<file path="src/rtl/imul_pkg.sv">
// rtl/imul_pkg.sv - shared op encodings, FSM state type and Alpha opcode decode for imul_iter
// Contents:
//   OP_MULL/OP_MULQ/OP_UMULH/OP_RSVD  2-bit op codes presented on imul_iter.op
//   state_t                           IDLE/RUN/DONE
//   alpha_to_op(opcode, func)         maps Alpha INTM (0x13) function codes to op
package imul_pkg;

  localparam logic [1:0] OP_MULL  = 2'd0;
  localparam logic [1:0] OP_MULQ  = 2'd1;
  localparam logic [1:0] OP_UMULH = 2'd2;
  localparam logic [1:0] OP_RSVD  = 2'd3;

  typedef enum logic [1:0] {
    IDLE = 2'd0,
    RUN  = 2'd1,
    DONE = 2'd2
  } state_t;

  // /V variants (0x40, 0x60) share the plain op codes; trap detection lives upstream.
  function automatic logic [1:0] alpha_to_op(input logic [5:0] opcode, input logic [6:0] func);
    logic [1:0] o;
    o = OP_RSVD;
    if (opcode == 6'h13) begin
      case (func)
        7'h00, 7'h40: o = OP_MULL;
        7'h20, 7'h60: o = OP_MULQ;
        7'h30:        o = OP_UMULH;
        default:      o = OP_RSVD;
      endcase
    end
    return o;
  endfunction

endpackage

</file>
<file path="src/rtl/imul_step.sv">
// rtl/imul_step.sv - one radix-2^BPC partial-product-and-accumulate slice
// Ports:
//   acc_in   in  2*WIDTH  running accumulator
//   m        in  2*WIDTH  shifted multiplicand
//   q_chunk  in  BPC      low multiplier bits retired this cycle
//   acc_out  out 2*WIDTH  acc_in + m * q_chunk, truncated to 2*WIDTH (unsigned)
module imul_step #(
  parameter int WIDTH = 64,
  parameter int BPC   = 8
) (
  input  logic [2*WIDTH-1:0] acc_in,
  input  logic [2*WIDTH-1:0] m,
  input  logic [BPC-1:0]     q_chunk,
  output logic [2*WIDTH-1:0] acc_out
);

  logic [2*WIDTH-1:0] q_ext;

  always_comb begin
    q_ext   = {{(2*WIDTH-BPC){1'b0}}, q_chunk};
    acc_out = acc_in + (m * q_ext);
  end

endmodule

</file>
<file path="src/rtl/imul_iter.sv">
// rtl/imul_iter.sv - iterative MULL/MULQ/UMULH engine with early termination
// Ports:
//   clk, rst_n               clock, asynchronous active-low reset
//   in_valid/in_ready        operation handshake; a, b, op, tag sampled at accept
//   flush                    kills any in-flight operation, blocks accept
//   out_valid/out_ready      result handshake; result and out_tag held until taken
//   busy                     high while in RUN or DONE
module imul_iter
  import imul_pkg::*;
#(
  parameter int WIDTH = 64,
  parameter int BPC   = 8,
  parameter int TAG_W = 6
) (
  input  logic             clk,
  input  logic             rst_n,
  input  logic             in_valid,
  output logic             in_ready,
  input  logic [WIDTH-1:0] a,
  input  logic [WIDTH-1:0] b,
  input  logic [1:0]       op,
  input  logic [TAG_W-1:0] tag,
  input  logic             flush,
  output logic             out_valid,
  input  logic             out_ready,
  output logic [WIDTH-1:0] result,
  output logic [TAG_W-1:0] out_tag,
  output logic             busy
);

  localparam int AW = 2 * WIDTH;
  localparam int HW = WIDTH / 2;
  localparam int NF = WIDTH / BPC;
  localparam int NH = HW / BPC;
  localparam int CW = $clog2(NF + 1);

  state_t             state_q, state_d;
  logic [AW-1:0]      m_q, m_d;
  logic [WIDTH-1:0]   q_q, q_d;
  logic [AW-1:0]      acc_q, acc_d;
  logic [CW-1:0]      cnt_q, cnt_d;
  logic [1:0]         op_q, op_d;
  logic [TAG_W-1:0]   tag_q, tag_d;
  logic [WIDTH-1:0]   result_q, result_d;
  logic [TAG_W-1:0]   out_tag_q, out_tag_d;

  logic [AW-1:0]      acc_step;
  logic [WIDTH-1:0]   q_shift;

  imul_step #(.WIDTH(WIDTH), .BPC(BPC)) u_step (
    .acc_in (acc_q),
    .m      (m_q),
    .q_chunk(q_q[BPC-1:0]),
    .acc_out(acc_step)
  );

  function automatic logic [WIDTH-1:0] form_result(input logic [1:0] o, input logic [AW-1:0] acc);
    logic [WIDTH-1:0] r;
    case (o)
      OP_MULQ:  r = acc[WIDTH-1:0];
      OP_UMULH: r = acc[AW-1:WIDTH];
      OP_MULL:  r = {{HW{acc[HW-1]}}, acc[HW-1:0]};
      default:  r = '0;
    endcase
    return r;
  endfunction

  always_comb begin
    state_d   = state_q;
    m_d       = m_q;
    q_d       = q_q;
    acc_d     = acc_q;
    cnt_d     = cnt_q;
    op_d      = op_q;
    tag_d     = tag_q;
    result_d  = result_q;
    out_tag_d = out_tag_q;
    q_shift   = q_q >> BPC;

    case (state_q)
      IDLE: begin
        if (in_valid && !flush) begin
          op_d  = op;
          tag_d = tag;
          acc_d = '0;
          // MULL only needs the low longwords; loading them zero-extended halves N.
          if (op == OP_MULL) begin
            m_d   = {{(AW-HW){1'b0}}, a[HW-1:0]};
            q_d   = {{(WIDTH-HW){1'b0}}, b[HW-1:0]};
            cnt_d = CW'(NH);
          end else begin
            m_d   = {{WIDTH{1'b0}}, a};
            q_d   = b;
            cnt_d = CW'(NF);
          end
          if (op == OP_RSVD) begin
            state_d   = DONE;
            result_d  = '0;
            out_tag_d = tag;
          end else begin
            state_d = RUN;
          end
        end
      end
      RUN: begin
        acc_d = acc_step;
        m_d   = m_q << BPC;
        q_d   = q_shift;
        cnt_d = cnt_q - CW'(1);
        // Remaining multiplier bits all zero means no further partial products.
        if (cnt_q == CW'(1) || q_shift == '0) begin
          state_d   = DONE;
          result_d  = form_result(op_q, acc_step);
          out_tag_d = tag_q;
        end
      end
      DONE: begin
        if (out_ready) state_d = IDLE;
      end
      default: state_d = IDLE;
    endcase

    // Flush wins over every handshake; keep the visible result registers untouched.
    if (flush) begin
      state_d   = IDLE;
      result_d  = result_q;
      out_tag_d = out_tag_q;
    end
  end

  always_ff @(posedge clk or negedge rst_n) begin
    if (!rst_n) begin
      state_q   <= IDLE;
      m_q       <= '0;
      q_q       <= '0;
      acc_q     <= '0;
      cnt_q     <= '0;
      op_q      <= OP_MULQ;
      tag_q     <= '0;
      result_q  <= '0;
      out_tag_q <= '0;
    end else begin
      state_q   <= state_d;
      m_q       <= m_d;
      q_q       <= q_d;
      acc_q     <= acc_d;
      cnt_q     <= cnt_d;
      op_q      <= op_d;
      tag_q     <= tag_d;
      result_q  <= result_d;
      out_tag_q <= out_tag_d;
    end
  end

  assign in_ready  = (state_q == IDLE);
  assign out_valid = (state_q == DONE);
  assign busy      = (state_q != IDLE);
  assign result    = result_q;
  assign out_tag   = out_tag_q;

endmodule

</file>
<file path="config.mk">
export PLATFORM = sky130hd
export DESIGN_NAME = imul_iter
export DESIGN_NICKNAME = d
export VERILOG_FILES = /design/src/rtl/imul_pkg.sv /design/src/rtl/imul_step.sv /design/src/rtl/imul_iter.sv
export SDC_FILE = /design/constraint.sdc
export NUM_CORES = 2
export LEC_CHECK = 0
export CAP_MARGIN = 0
export CORE_MARGIN = 2
export CORE_UTILIZATION = 45
export CTS_BUF_LIST = sky130_fd_sc_hd__clkbuf_4
export DETAILED_ROUTE_END_ITERATION = 8
export GPL_ROUTABILITY_DRIVEN = 0
export GPL_TIMING_DRIVEN = 0
export HOLD_SLACK_MARGIN = 0.1
export PLACE_DENSITY_LB_ADDON = 0.15
export SLEW_MARGIN = 20
export SYNTH_ARGS = -nofsm -noshare
export SYNTH_HDL_FRONTEND = slang
export SYNTH_SLANG_ARGS = --single-unit
export TNS_END_PERCENT = 5
</file>
<file path="constraint.sdc">
create_clock -name clk -period 12.13 [get_ports clk]
set_clock_uncertainty 0.1 [all_clocks]
set_input_delay 3.0325 -clock clk [delete_from_list [all_inputs] [get_ports clk]]
set_output_delay 3.0325 -clock clk [all_outputs]
set_load 0.02 [all_outputs]
</file>
# Word-level counts from Yosys, hierarchy flattened
# Index checks and enable logic that the tools add are counted.
[op_classes]
mul = 1
bitwise = 1
n_addsub = 2
n_mux = 26
reduce_logical = 13
n_eq_ne = 12
[op_table]
columns = ["cell", "count"]
rows = [
  ["$pmux 128 s2", 2],
  ["$mux 64", 6],
  ["$mux 128", 2],
  ["$pmux 64 s2", 2],
  ["$pmux 64 s3", 1],
  ["$add 128x128->128", 1],
  ["$mul 128x8->128", 1],
  ["$logic_not 64->1", 1],
  ["$mux 6", 3],
  ["$pmux 6 s2", 1],
  ["$mux 2", 5],
  ["$mux 4", 2],
  ["$pmux 4 s2", 1],
  ["$eq 2x2->1 const B", 3],
  ["$logic_not 2->1", 3],
  ["$pmux 2 s3", 1],
  ["$reduce_and 5->1", 1],
  ["$eq 2x1->1 const B", 2],
  ["$eq 4x1->1 const B", 1],
  ["$ne 2x1->1 const B", 2],
  ["$reduce_and 2->1", 2],
  ["$reduce_bool 2->1", 2],
  ["$sub 4x1->4 const B", 1],
  ["$ne 3x1->1 const B", 1],
  ["8 further kinds", 8],
]
[totals]
wordCells = 64
register_bits = 404
out_inout_bits = 73

# Longest topological paths before layout
[logic_depth]
ltp_word = 5
ltp_mapped = 25
mapped_depth_nobuf = 21

# Hierarchy
# A second synthesis with hierarchy kept.
[unflattened]
cells_unflattened = 5537
hier_area_um2 = 51599.5
[by_module_without_submodules]
columns = ["mod", "seq_area_each_um2", "cells_each", "n_inst", "area_each_um2"]
rows = [
  ["imul_step", 0.0, 4200, 1, 35323.9],
  ["imul_iter", 10110.9, 1337, 1, 16275.6],
]

# Least setup slack after synthesis
# OpenSTA, ideal clock, no wires.
[synth_path]
kind = "reg-to-reg"
from = "register q_q[1]"
to = "register result_q[51], in the netlist result[51]"
setup_ps = 126
required_ps = 11904
slack_ps = 6001
arrival_time_ps = 5903
period_less_slack_ps = 6129
path_stages_with_launch = 25
path_cell_list = "dfrtp_1 clkbuf_1 clkbuf_1 buf_1 nand2_1 fa_1 inv_1 fa_1 fa_1 inv_1 fa_1 inv_1 ha_1 clkbuf_1 a21oi_1 o21bai_1 a221o_1 o21bai_1 a21o_1 a21o_2 a2111oi_4 o41a_4 or3_1 o21ai_1 a221o_1"
[synth_via]
elab_chain_cells = 5
[synth_rtl]
columns = ["element", "line", "rtl"]
rows = [
  ["from (decl)", "imul_iter.sv:39", "logic [WIDTH-1:0] q_q, q_d;"],
  ["from (signal assigned)", "imul_iter.sv:145", "q_q <= q_d;"],
  ["$mul 128x8->128", "imul_step.sv:21", "acc_out = acc_in + (m * q_ext);"],
  ["$add 128x128->128", "imul_step.sv:21", ""],
  ["$pmux 64 s3", "imul_iter.sv:59", "case (o)"],
  ["$mux 64", "imul_iter.sv:111", "if (cnt_q == CW'(1) || q_shift == '0) begin"],
  ["$pmux 64 s2", "imul_iter.sv:80", "case (state_q)"],
  ["to (signal assigned)", "imul_iter.sv:150", "result_q <= result_d;"],
  ["to (decl)", "imul_iter.sv:44", "logic [WIDTH-1:0] result_q, result_d;"],
]
# No other way between the ends. The select of a mux whose other input is x is not followed.
# A chain may end at the register's enable or synchronous reset.

# Worst setup path after layout
[layout_path]
from = "register q_q[1]"
to = "register acc_q[127]"
[layout_via]
elab_chain_cells = 3
[layout_rtl]
columns = ["element", "line", "rtl"]
rows = [
  ["$mul 128x8->128", "imul_step.sv:21", ""],
  ["$add 128x128->128", "imul_step.sv:21", ""],
  ["$pmux 128 s2", "imul_iter.sv:80", ""],
  ["to (signal assigned)", "imul_iter.sv:136", "acc_q <= '0;"],
  ["to (signal assigned)", "imul_iter.sv:146", "acc_q <= acc_d;"],
  ["to (decl)", "imul_iter.sv:40", "logic [AW-1:0] acc_q, acc_d;"],
]
# No other way between the ends.

==> results.cfg <==
[run_status]
status = complete, but fails checks
violations = design-rule violations

[logic_synthesis]
synth_area_mm2 = 0.0519
syn-instance-count = 5825
synth_edf_count = 0
avgSynthCellArea_um2 = 8.92
synth_ff_type = dfrtp_1
synth_cell_type_count = 88
ys_seq_elements = 404
syn-num-nets = 6963
synth_top_area_share_pct = 33.1
ys_seq_area_share_pct = 19.5
ys.warnings.count = 0
yosys-top-cells-area = fa_1 (33%), dfrtp_1 (19%), and2_1 (8.6%)
synth_top_cell_by_area = fa_1
synth-async-reset-ratio_pct = 100

[clocking]
cts_buffer_depth = 3
cts_sinks = 404
cts_resized = 0
h-tree-depth = 3
clk_pin_slew_ns = 0.07
clkLatencyLatePin_ns = 1.20
cts_tree = built
holdBufCountCts = 0
cts_buffers = 120
postCtsSetupRepairBufs = 0
cts_root_buf = clkbuf_4

[floorplan]
start_util_pct = 45.4
die_area_mm2 = 0.118
fp.dieW_um = 344
die_height_um = 344
design.core.area_mm2 = 0.114
num_rows = 124
pin_count = 214

[job]
cap_viol_max_count = 0

[sta]
setup_viol = 0
hold_viol_final = 0
max_freq_ghz = 0.0945
rsz0062_at_grt = false
setup-tns-final_ns = 0
slew_viol_final = 0
period_share_pct = 87.2
min_period_ns = 10.58
worst_slew_pin_slew_ns = 1.31
slew_headroom_pct = 12.5

[setup_path]
crit_type = register to register
worstPathRequired_ns = 13.07
crit_path_end_kind = register
cp-start-kind = register
cp.arrival_ns = 11.52
crit_path_max_fanout = 10

[finish]
n_fill_cell = 11100
final_common_cell = inv_1
nNetsFinal = 7312
layout-drive-gt1-share_pct = 5.09
multi_input_area_mm2 = 0.0365
syn2layout_area_growth_pct = 11.7
regArea_mm2 = 0.0101
final_cell_mix = inv_1 (989), fa_1 (858), and2_1 (716), nand2_1 (673), dfrtp_1 (403)

[grt]
globalRouteTotalUtil_pct = 37.8
antenna_found_initial = 41
grt_max_degree = 90
grt_pass1_vias = 46800
grt_overflow_total = 0
grt_pass1_wl_um = 319000

[placed_design]
port_buffers = 213
dp_hpwl_um = 177000

[route]
drc = 2
detail-route-antenna-nets = 0
wire_per_inst_um = 28.0
vias = 46100
vias_per_cell = 5.89
drt_iter0_drc = 4796
first_pass_iters = 9
wirelength_um = 219000

[min_path]
holdCritPathClass = register to register
[layer usage]
| layer | GRT usage, % | share of wire, % |
|---|---|---|
| met1 | 48.2 | 38 |
| met2 | 54.7 | 42 |
| met3 | 14.1 | 13 |
| met4 | 22.6 | 7.2 |
| met5 | 0 | 0.065 |
[synth_stat cells (all sizes together) (76+ instances only)]
library cell	instances
a21oi	217
a22o	85
a31oi	76
and2	718
buf	147
clkbuf	260
dfrtp	403
fa	858
ha	139
inv	989
nand2	673
nor2	173
o21ai	237
xnor2	78
[through the flow]
stage | hold slack [ns] | std cells | worst slack [ns] | instance area (um^2) | util [%]
global route | 0.407 | 7798 | 1.69 | 58000 | 50.7
CTS | 0.383 | 7784 | 2.15 | 57900 | 50.7
global placement | 0.358 | 7550 | -11.87 | 56000 | 48.9
detailed placement | 0.366 | 7564 | 2.20 | 56400 | 49.3
floorplan | 0.345 | 5825 | 6.00 | 51900 | -
finish | 0.379 | 7823 | 1.55 | 58000 | 50.8
[area by class of cell]
cell class / count / share of cell area [%]
clock inverters: 51 / 0.444
inverters: 989 / 6.40
diodes: 39 / 0.168
repair buffers: 227 / 4.35
flip-flops and latches: 404 / 17.4
plain buffers: 409 / 2.93
well taps: 1512 / 3.26
multi-input cells: 4023 / 62.8
clock buffers: 169 / 2.19
[cells by family after synthesis]
group,after synthesis,share of synthesized area (%)
multiplexers,11,0.212
adder cells (fa/ha/maj),997,36.4
flip-flops,404,19.5
AO/OA/AOI/OAI,976,12.6
buffers and inverters,1398,10.3
AND/OR/NAND/NOR,1906,18.8
XOR/XNOR,133,2.24
[flip-flops by register name, indices dropped and copies added (netlist names)]
register,cells
acc_q,128
m_q,128
q_q,64
result,64
out_tag,6
tag_q,6
cnt_q,4
op_q,2
state_q,2
[worst paths after layout]
check | start | to | slack [ns] | depth (start not counted)
worst min-delay path | tag_q[1] | tag_q[1] | 0.38 | 2
worst max-delay path | q_q[1] | acc_q[127] | 1.55 | 24
min in group asynchronous | rst_n | result[2] | 1.72 | 1
worst min register to register | tag_q[1] | tag_q[1] | 0.38 | 2
max in group asynchronous | rst_n | m_q[12] | 8.52 | 4
worst max register to register | q_q[1] | acc_q[127] | 1.55 | 24
[worst max-delay path, stage by stage (launching register included)]
cell,delay [ns]
dfrtp_1,0.35
clkbuf_1,0.63
clkbuf_1,0.96
buf_1,0.83
nand2_1,0.17
fa_1,0.53
inv_1,0.05
fa_1,0.48
fa_1,0.56
inv_1,0.05
fa_1,0.47
inv_1,0.05
ha_1,0.27
clkbuf_1,0.33
nand2_1,0.15
nor4_1,0.90
nand3_1,0.17
nor3_1,0.64
o311ai_1,0.49
nand3_1,0.37
a21oi_1,0.25
o21ai_1,0.78
a21oi_1,0.41
xnor2_1,0.28
o21ai_0,0.10
Power is not shown: default switching activity piles up to over one toggle a cycle in this logic, so the estimate is an artifact.
